<file path="src/rtl/emmc_pattern_tester.sv">
// Write/read-back pattern tester that drives an eMMC transfer state machine and scores each block pass.
// Optional watchdog: define EMMC_PATTERN_TESTER_TIMEOUT_EN to force a failing EVAL after 2^24-1 stalled cycles.
module emmc_pattern_tester #(
  parameter int BLK_BYTES   = 512,
  parameter bit STOP_ON_ERR = 1'b0
) (
  input  logic                         clk_core,
  input  logic                         rst_tk,
  input  logic                         run_i,
  output logic                         sm_we_o,
  output logic                         sm_start_o,
  output logic [7:0]                   sm_dat_o,
  input  logic [7:0]                   sm_dat_i,
  input  logic                         sm_dvalid_i,
  input  logic                         sm_ready_i,
  output logic                         busy_o,
  output logic [15:0]                  pass_cnt_o,
  output logic [15:0]                  err_cnt_o,
  output logic                         fail_o,
  output logic [$clog2(BLK_BYTES)-1:0] err_idx_o,
  output logic [2:0]                   dbg_state_o
);

  localparam int IW   = $clog2(BLK_BYTES);
  localparam int IDXW = IW + 1;
  localparam logic [IDXW-1:0] BLK_CNT = IDXW'(BLK_BYTES);

  typedef enum logic [2:0] {
    S_IDLE    = 3'd0,
    S_WR_REQ  = 3'd1,
    S_WR_XFER = 3'd2,
    S_RD_REQ  = 3'd3,
    S_RD_XFER = 3'd4,
    S_EVAL    = 3'd5
  } state_t;

  // Handshake: sm_start_o is held until the state machine reports busy (sm_ready_i=0);
  // each sm_dvalid_i pulse moves exactly one byte; sm_ready_i rising ends the transfer.

  state_t           state_q, state_d;
  logic             start_q, start_d;
  logic             we_q, we_d;
  logic             busy_q, busy_d;
  logic [IDXW-1:0]  idx_q, idx_d;
  logic [15:0]      pass_q, pass_d;
  logic [15:0]      err_q, err_d;
  logic             fail_q, fail_d;
  logic [IW-1:0]    err_idx_q, err_idx_d;
  logic             err_seen_q, err_seen_d;
  logic [15:0]      tally_q, tally_d;
  logic [7:0]       pat;

`ifdef EMMC_PATTERN_TESTER_TIMEOUT_EN
  logic [23:0]      wd_q, wd_d;
`endif

  function automatic logic [15:0] sat_add(input logic [15:0] a, input logic [15:0] b);
    logic [16:0] s;
    s = {1'b0, a} + {1'b0, b};
    return s[16] ? 16'hFFFF : s[15:0];
  endfunction

  assign pat = 8'(idx_q) ^ pass_q[7:0];

  always_comb begin
    state_d    = state_q;
    start_d    = start_q;
    we_d       = we_q;
    idx_d      = idx_q;
    pass_d     = pass_q;
    err_d      = err_q;
    fail_d     = fail_q;
    err_idx_d  = err_idx_q;
    err_seen_d = err_seen_q;
    tally_d    = tally_q;
    case (state_q)
      S_IDLE: begin
        if (run_i && sm_ready_i && !(STOP_ON_ERR && fail_q)) begin
          state_d = S_WR_REQ;
          start_d = 1'b1;
          we_d    = 1'b1;
          idx_d   = '0;
          tally_d = '0;
        end
      end
      S_WR_REQ: begin
        if (!sm_ready_i) begin
          state_d = S_WR_XFER;
          start_d = 1'b0;
        end
      end
      S_RD_REQ: begin
        if (!sm_ready_i) begin
          state_d = S_RD_XFER;
          start_d = 1'b0;
        end
      end
      S_WR_XFER, S_RD_XFER: begin
        if (sm_dvalid_i) begin
          if (idx_q < BLK_CNT) begin
            idx_d = idx_q + 1'b1;
            if (state_q == S_RD_XFER && sm_dat_i != pat) begin
              tally_d = sat_add(tally_q, 16'd1);
              if (!err_seen_q) begin
                err_seen_d = 1'b1;
                err_idx_d  = idx_q[IW-1:0];
              end
            end
          end else begin
            tally_d = sat_add(tally_q, 16'd1);
          end
        end
        // A strobe coinciding with the ready rise is already in idx_d, so it is not counted missing.
        if (sm_ready_i) begin
          tally_d = sat_add(tally_d, 16'(BLK_CNT - idx_d));
          if (state_q == S_WR_XFER) begin
            state_d = S_RD_REQ;
            start_d = 1'b1;
            we_d    = 1'b0;
            idx_d   = '0;
          end else begin
            state_d = S_EVAL;
          end
        end
      end
      S_EVAL: begin
        if (tally_q == 16'd0) begin
          pass_d = sat_add(pass_q, 16'd1);
        end else begin
          err_d  = sat_add(err_q, tally_q);
          fail_d = 1'b1;
        end
        state_d = S_IDLE;
      end
      default: begin
        state_d = S_IDLE;
        start_d = 1'b0;
        we_d    = 1'b0;
      end
    endcase

`ifdef EMMC_PATTERN_TESTER_TIMEOUT_EN
    if (state_q == S_IDLE || sm_dvalid_i || state_d != state_q) begin
      wd_d = '0;
    end else begin
      wd_d = wd_q + 24'd1;
    end
    if (state_q != S_IDLE && state_q != S_EVAL && wd_q == 24'hFFFFFF) begin
      state_d = S_EVAL;
      start_d = 1'b0;
      we_d    = 1'b0;
      tally_d = 16'(BLK_BYTES);
      wd_d    = '0;
    end
`endif

    busy_d = (state_d != S_IDLE);
  end

  always_ff @(posedge clk_core or posedge rst_tk) begin
    if (rst_tk) begin
      state_q    <= S_IDLE;
      start_q    <= 1'b0;
      we_q       <= 1'b0;
      busy_q     <= 1'b0;
      idx_q      <= '0;
      pass_q     <= '0;
      err_q      <= '0;
      fail_q     <= 1'b0;
      err_idx_q  <= '0;
      err_seen_q <= 1'b0;
      tally_q    <= '0;
`ifdef EMMC_PATTERN_TESTER_TIMEOUT_EN
      wd_q       <= '0;
`endif
    end else begin
      state_q    <= state_d;
      start_q    <= start_d;
      we_q       <= we_d;
      busy_q     <= busy_d;
      idx_q      <= idx_d;
      pass_q     <= pass_d;
      err_q      <= err_d;
      fail_q     <= fail_d;
      err_idx_q  <= err_idx_d;
      err_seen_q <= err_seen_d;
      tally_q    <= tally_d;
`ifdef EMMC_PATTERN_TESTER_TIMEOUT_EN
      wd_q       <= wd_d;
`endif
    end
  end

  assign sm_we_o     = we_q;
  assign sm_start_o  = start_q;
  assign sm_dat_o    = pat;
  assign busy_o      = busy_q;
  assign pass_cnt_o  = pass_q;
  assign err_cnt_o   = err_q;
  assign fail_o      = fail_q;
  assign err_idx_o   = err_idx_q;
  assign dbg_state_o = state_q;

endmodule

</file>
<file path="config.mk">
export PLATFORM = sky130hd
export DESIGN_NAME = emmc_pattern_tester
export DESIGN_NICKNAME = d
export VERILOG_FILES = /design/src/rtl/emmc_pattern_tester.sv
export SDC_FILE = /design/constraint.sdc
export NUM_CORES = 1
export LEC_CHECK = 0
export CORE_ASPECT_RATIO = 1.2
export CORE_UTILIZATION = 35
export DETAILED_ROUTE_END_ITERATION = 12
export SKIP_CTS_REPAIR_TIMING = 1
export SLEW_MARGIN = 20
export SYNTH_ARGS = -nofsm -noshare
export SYNTH_HDL_FRONTEND = slang
export SYNTH_SLANG_ARGS = --single-unit
</file>
<file path="constraint.sdc">
create_clock -name clk_core -period 6.65 [get_ports clk_core]
set_input_delay 1.33 -clock clk_core [delete_from_list [all_inputs] [get_ports clk_core]]
set_output_delay 1.33 -clock clk_core [all_outputs]
set_load 0.01 [all_outputs]
</file>
---- Word level (Yosys, flattened, before mapping) ----
Index checks and enable logic that the tools add are counted.
operators by class
  $add $sub $neg .......................... 6
  $lt $le $gt $ge ......................... 1
  eq/ne operators ......................... 10
  mux-type cells .......................... 32
  bitwise gates (word level) .............. 5
  reductions and logical operators ........ 16
operator list
  kind                    number
  $mux 16                 10
  $mux 10                 6
  $add 16x1->17 const B   2
  $add 16x16->17          2
  $pmux 16 s2             1
  $pmux 10 s2             1
  $logic_not 16->1        1
  $mux 3                  5
  $pmux 3 s4              1
  $sub 10x10->11 const A  1
  $add 10x1->10 const B   1
  $lt 10x10->1 const B    1
  $reduce_and 5->1        2
  $ne 2x2->1 const B      4
  $ne 8x8->1              1
  $reduce_and 4->1        2
  $xor 8x8->8             1
  $eq 3x2->1 const B      2
  $eq 3x3->1 const B      2
  $mux 1                  6
  $reduce_and 2->1        3
  $not 1->1               4
  $pmux 1 s4              1
  $reduce_or 2->1         2
  7 further kinds         8
storage, ports and cells
  register bits after elaboration ......... 75
  bits of input ports ..................... 13
  output and inout bits ................... 56
  word-level logic and storage cells ...... 81

---- Logic depth before layout (Yosys ltp) ----
Gate-level depths: netlist (run 1).
  word-level depth ........................ 11
  mapped depth ............................ 19
  depth with buffers taken out ............ 17

---- Least setup slack after synthesis (run 1) ----
Ideal clock, no wire load.
  path kind ............................... in2reg
  start point ............................. in sm_dvalid_i
  end point ............................... reg tally_q[3]
  setup time .............................. 0.066 ns
  arrival ................................. 4.683 ns
  data required time ...................... 6.584 ns
  setup slack ............................. 1.902 ns
  cell stages on the path ................. 19
  path buffers ............................ 3
  cells stage by stage .................... nor2b_1 -> clkbuf_1 -> and3_1 -> buf_2 -> nand3_1 -> o31ai_1 -> nand3_1 -> a21oi_1 -> a41oi_1 -> ha_1 -> and4_1 -> and4_1 -> nand3_1 -> and3_1 -> or2_2 -> clkbuf_1 -> a21oi_1 -> a21o_1 -> a22o_1
on the way
  longest elaborated chain between the ends .. 7
  elaborated cells on any way between the ends .. 9
  those cells by class .................... 2 x add/sub; 7 x mux
RTL lines
  what                    RTL line  text
  start: declaration      14        input logic sm_dvalid_i,
  $mux 10                 99        if (sm_dvalid_i) begin
  $mux 10                 76        case (state_q)
  $sub 10x10->11          115       tally_d = sat_add(tally_d, 16'(BLK_CNT - idx_d));
  $add 16x16->17          59        s = {1'b0, a} + {1'b0, b};
  $mux 16                 60        return s[16] ? 16'hFFFF : s[15:0];
  $mux 16 *               114       if (sm_ready_i) begin
  $pmux 16 s2 *           76
  end signal: assignment  187       tally_q <= tally_d;
  end: declaration        50        logic [15:0] tally_q, tally_d;
Mark *: on every way between the ends. The rest lies on a longest branch, timed or not. The select of a mux whose other input is x is not followed.
A chain may end at the register's enable or synchronous reset.

---- Final worst setup path (run 1) ----
  start point ............................. in sm_dvalid_i
  end point ............................... reg tally_q[7]
Same word-level chain as after synthesis.

==> flow_summary.json, run 1 <==
{
  "reg2reg_from": "idx_q[3]",
  "die-area_sq_um": 17000,
  "synth_seq_cells": 75,
  "synth_nets": 691,
  "final_hold_viol_count": 0,
  "die_h_um": 143,
  "seq_area_frac_synth_pct": 32.6,
  "dpl.cell_count": 896,
  "synth_largest_area_cell": "dfrtp_1",
  "fin_util_pct": 43.1,
  "final_cells": 912,
  "portBuffers": 68,
  "diodes": 0,
  "path_max_fanout": 8,
  "cts_tree": "built",
  "multi_input_area_sq_um": 3720,
  "vdd_drop_max_mv": 0.125,
  "synth_edf_count": 0,
  "synth_area_leaders": "dfrtp_1, ha_1, xor2_1",
  "ys_warn_count": 0,
  "status": "complete, no violations",
  "syn_inst": 639,
  "cp-start-kind": "input pin",
  "end_kind": "register",
  "coreArea_sq_um": 16100,
  "routed_wl_um": 15000,
  "r2r_end": "tally_q[14]",
  "arrival_ns": 6.13,
  "wl_per_cell_um": 16.5,
  "die_w_um": 119,
  "finalSetupViolCount": 0,
  "start_util_pct": 35.7,
  "yosys_most_used_dff": "dfrtp_1",
  "ant_nets": 0,
  "final.setup_skew_ns": 0.00697,
  "gr-usage-met3_pct": 3.45,
  "max_cap_viol_count": 0,
  "cts-buffers-inserted": 9,
  "drtPass1Iterations": 4,
  "vias": 5054,
  "drt_iter0_drc": 339,
  "clk_latency_ns": 0.35,
  "core.rowCount": 51,
  "routed_via_density": 5.54,
  "fill_cells": 1589,
  "yosysMostFrequentCell": "nand2_1",
  "cts_max_path_buffers": 2,
  "place.gp.congestion": 0.846,
  "powerDensity_nw_per_um2": 432,
  "critPathKind": "input pin to register",
  "drive_gt1_share_pct": 6.57,
  "post-route-min-period_ns": 5.84,
  "clockRootBuffer": "clkbuf_16",
  "tightest_slew_ns": 0.986,
  "clkSinkCount": 75,
  "grt_pass1_wl_um": 25600,
  "grt_pass1_vias": 5002,
  "min_to": "err_seen_q",
  "fin_ws_ns": 0.811,
  "post-dp-hpwl_um": 11200,
  "startpoint": "sm_dvalid_i",
  "synth_common_cells": "nand2_1, dfrtp_1, o21ai_0",
  "setup_tns_ns": 0,
  "synth_top_cell_area_share_pct": 32.6,
  "clkTransAtPathRegs_ns": 0.06,
  "nNetsFinal": 747,
  "avgSynthCellArea_sq_um": 9.02,
  "relSlewSlack_pct": 34.3,
  "io_pins": 69,
  "grt_max_degree": 76,
  "grt_usage_pct": 18.8,
  "grt.met2_usage_pct": 33.6,
  "ff2ff_path_depth": 15,
  "synth_cell_type_count": 64,
  "antenna_found_initial": 0,
  "worstHoldStart": "err_seen_q",
  "dp_slack_ns": 0.504,
  "required_ns": 6.94,
  "busiest_layer": "met2",
  "rsz0062_at_grt": "false",
  "htreeDepth": 3,
  "drv_slew": 0,
  "min_delay_path_depth": 2,
  "p_leak_nw": 3.12,
  "met1_usage_pct": 22.8,
  "seq_area_sq_um": 1880,
  "drc": 0,
  "fmax_mhz": 171,
  "r2r_slack_ns": 1.64,
  "timing.final.crit_share_pct": 87.8,
  "netlist_area_sq_um": 5760,
  "overflow": 0,
  "hold_path_class": "register to register",
  "synthArstFlopShare_pct": 100,
  "area_growth_pct": 20.6
}
layout make-up:
type / instances / share of cell area [%]
clock inverter: 6 / 1.28
multi-input combinational: 523 / 53.5
sequential: 75 / 27.0
inverter: 14 / 0.756
tap: 212 / 3.82
clock buffer: 10 / 3.44
timing repair buffer: 72 / 10.2
flip-flops by register name (all words and copies together) (netlist names), 3 cells and up:
name / flops
tally_q: 16
idx_q: 10
err_idx_o: 9
err_cnt_o: 16
dbg_state_o: 3
pass_cnt_o: 16
how the worst max path moves through the flow:
stage	end	slack [ns]
floorplan	tally_q[3]	1.90
global placement	tally_q[7]	0.79
detailed placement	tally_q[7]	0.50
CTS	tally_q[7]	0.86
global route	tally_q[7]	0.38
finish	tally_q[7]	0.81
routing by layer:
metal / share of wire [%] / vias to the layer above / wire [um]
li1: - / 2487 / -
met2: 51 / 105 / 7630
met5: 0 / - / 0
met1: 44 / 2443 / 6610
met3: 3.7 / 19 / 558
met4: 1.5 / 0 / 231
power by group:
part	total, W	switching [W]	internal, W
clock network	0.000551	0.000212	0.000339
logic	0.00171	0.000896	0.000809
registers	0.000746	0.000173	0.000573
total	0.00300	0.00128	0.00172
cell families (layout without fill, tap and decap cells):
kind of cell / Yosys count / in the layout / synth area share (%)
AND/OR/NAND/NOR: 213 / 213 / 19.1
AO/OA/AOI/OAI: 189 / 189 / 22.0
flip-flops: 75 / 75 / 32.6
XOR/XNOR: 65 / 65 / 11.3
buffers and inverters: 41 / 102 / 2.93
adder cells (fa/ha/maj): 39 / 39 / 8.73
multiplexers: 17 / 17 / 3.39
stage by stage:
| step | total power [W] | cell area, sq um | hold slack, ns |
|---|---|---|---|
| after global placement | 0.00240 | 6620 | 0.444 |
| after floorplan | 0.00198 | 5760 | 0.428 |
| after global routing | 0.00326 | 6950 | 0.485 |
| after detailed placement | 0.00244 | 6620 | 0.455 |
| after CTS | 0.00302 | 6950 | 0.468 |
| final | 0.00300 | 6950 | 0.464 |
critical path, stage by stage:
cell and delay (ns):
clkdlybuf4s50_1 0.69, nor2b_1 0.44, mux2i_1 0.36, ha_1 0.28, nand2_1 0.08, a21oi_1 0.29, a41oi_1 0.37, ha_1 0.56
and4_1 0.28, and4_1 0.20, nand3_1 0.09, and3_1 0.21, nor2_1 0.47, o21ai_0 0.19, a31oi_1 0.20, a21o_1 0.10
cell usage in the layout (no fill, tap or decap), types with 5 or more instances in the layout:
cell	instances
a211o_1	5
a21o_1	12
a21oi_1	40
a31oi_1	11
and3_1	17
and4_1	11
clkbuf_16	9
clkdlybuf4s50_1	68
dfrtp_1	75
ha_1	37
inv_1	13
mux2_2	12
nand2_1	78
nand2b_1	14
nand3_1	21
nand4_1	8
nor2_1	24
nor2b_1	7
nor3_1	11
nor4_1	6
o21a_1	11
o21ai_0	41
o21bai_1	7
o22a_1	16
o31ai_1	10
xnor2_1	22
xnor3_1	6
xor2_1	37
Note: power is estimated with default switching activity, not from simulation.
==> inputs of run 2 (changes only) <==
Settings changed: CAP_MARGIN from default to 10, PLACE_DENSITY from default to 0.61.
==> run 2 against run 1 <==
Clock-buffer cell count is the same. Sequential share of layout area is essentially flat. Highest routed layer unchanged. Critical path depth is 1 higher. Critical path type unchanged.
==> flow_summary.json, run 2 (synthesis results as in run 1) <==
{
  "status": "complete, no violations",
  "final_hold_viol_count": 0,
  "path_common_cell": "nand3_1",
  "nNetsFinal": 748,
  "cp-start-kind": "input pin",
  "p_leak_nw": 3.13,
  "arrival_ns": 6.08,
  "core.rowCount": 51,
  "path_max_fanout": 8,
  "powerDensity_nw_per_um2": 429,
  "ff2ff_path_depth": 16,
  "clkTransAtPathRegs_ns": 0.06,
  "crit_chain": "clkdlybuf4s50_1, nor2b_1, and3_1, nand3_1, o31ai_1, nand3_1, a21oi_1, a41oi_1, ha_1, and4_1, and4_1, nand3_1, and3_1, nor2_1, o21ai_0, a31oi_1, a21o_1",
  "final.setup_skew_ns": 0.00901,
  "die_w_um": 119,
  "critPathKind": "input pin to register",
  "timing.final.crit_share_pct": 87.1,
  "grt_pass1_wl_um": 25200,
  "routed_via_density": 5.61,
  "htreeDepth": 3,
  "rsz0062_at_grt": "false",
  "post-route-min-period_ns": 5.79,
  "grt_usage_pct": 18.7,
  "die-area_sq_um": 17000,
  "mostFrequentLayoutCells": "nand2_1, dfrtp_1, clkdlybuf4s50_1",
  "drc": 0,
  "drv_slew": 0,
  "cts_max_path_buffers": 2,
  "fill_cells": 1555,
  "cts_tree": "built",
  "clkSinkCount": 75,
  "finalSetupViolCount": 0,
  "min_delay_path_depth": 2,
  "clk_latency_ns": 0.35,
  "tightest_slew_ns": 0.774,
  "grt_max_degree": 76,
  "fmax_mhz": 173,
  "end_kind": "register",
  "max_cap_viol_count": 0,
  "cp.depth": 17,
  "hold_path_class": "register to register",
  "max_stage_delay_ns": 0.67,
  "routed_wl_um": 15100,
  "wl_per_cell_um": 16.5,
  "post-dp-hpwl_um": 11300,
  "setup_tns_ns": 0,
  "grt_pass1_vias": 5056,
  "worst-path-buf-inv": 1,
  "cts-buffers-inserted": 9,
  "required_ns": 6.94,
  "area_growth_pct": 20.8,
  "die_h_um": 143,
  "ant_nets": 0,
  "vias": 5115,
  "layout_commonest_cell": "nand2_1",
  "fin_util_pct": 43.1,
  "drt_iter0_drc": 282,
  "cpMaxStageDelayCell": "clkdlybuf4s50_1",
  "coreArea_sq_um": 16100,
  "portBuffers": 68,
  "io_pins": 69,
  "diodes": 0,
  "crit_family": "simple AND/OR/NAND/NOR gates",
  "vdd_drop_max_mv": 0.126,
  "drtPass1Iterations": 5,
  "antenna_found_initial": 0,
  "place.gp.congestion": 0.832,
  "overflow": 0,
  "relSlewSlack_pct": 48.4,
  "clockRootBuffer": "clkbuf_16",
  "drive_gt1_share_pct": 6.57,
  "start_util_pct": 35.7
}
-- run 2: changes by cell type in the layout (fill, tap and decap cells not counted) --
cell,previous run,this run
clkinv_2,1,2
clkinvlp_4,2,1
clkinv_4,1,0
buf_12,0,1
-- run 2: cell type report --
type / count / area, sq um / area share [%]
multi-input cells: 523 / 3720 / 53.4
clock inverters: 5 / 77.6 / 1.11
inverters: 14 / 52.6 / 0.755
clock buffers: 10 / 239 / 3.43
repair buffers: 73 / 731 / 10.5
well taps: 212 / 265 / 3.81
flip-flops and latches: 75 / 1880 / 27.0
-- run 2: worst paths after layout --
check / startpoint / to / slack (ns)
setup / recovery: sm_dvalid_i / tally_q[7] / 0.86
hold reg to reg: err_seen_q / err_seen_q / 0.46
min in group asynchronous: rst_tk / pass_cnt_o[13] / 1.39
max in group asynchronous: rst_tk / sm_we_o / 4.65
hold / removal: err_seen_q / err_seen_q / 0.46
setup reg to reg: idx_q[3] / tally_q[7] / 1.72
-- run 2: worst min-delay path, stage by stage (launching register included) --
cell,delay (ns)
dfrtp_1,0.34
inv_1,0.04
o31ai_1,0.05
-- run 2: layer usage --
layer	share of wire, %	track usage, %	up-vias	wire length (um)
li1	-	-	2479	-
met3	3.1	3.00	23	475
met5	0	0	-	0
met1	45	22.8	2506	6710
met4	1.9	7.26	0	284
met2	50	32.9	107	7610
-- run 2: power breakdown --
group	leakage, nW	switching [W]	internal [W]
Combinational	2.00	0.000894	0.000809
Clock	0.154	0.000196	0.000335
Sequential	0.969	0.000175	0.000574
Total	3.13	0.00127	0.00172
-- run 2: stage by stage --
step / hold WS, ns / cell area, sq um / instances / setup slack (ns) / power (W)
after floorplan: 0.428 / 5760 / 639 / 1.90 / 0.00198
after global placement: 0.442 / 6620 / 896 / 0.719 / 0.00241
after detailed placement: 0.453 / 6620 / 896 / 0.569 / 0.00244
after CTS: 0.465 / 6940 / 911 / 0.905 / 0.00299
after global routing: 0.485 / 6960 / 912 / 0.452 / 0.00324
final: 0.463 / 6960 / 912 / 0.856 / 0.00298
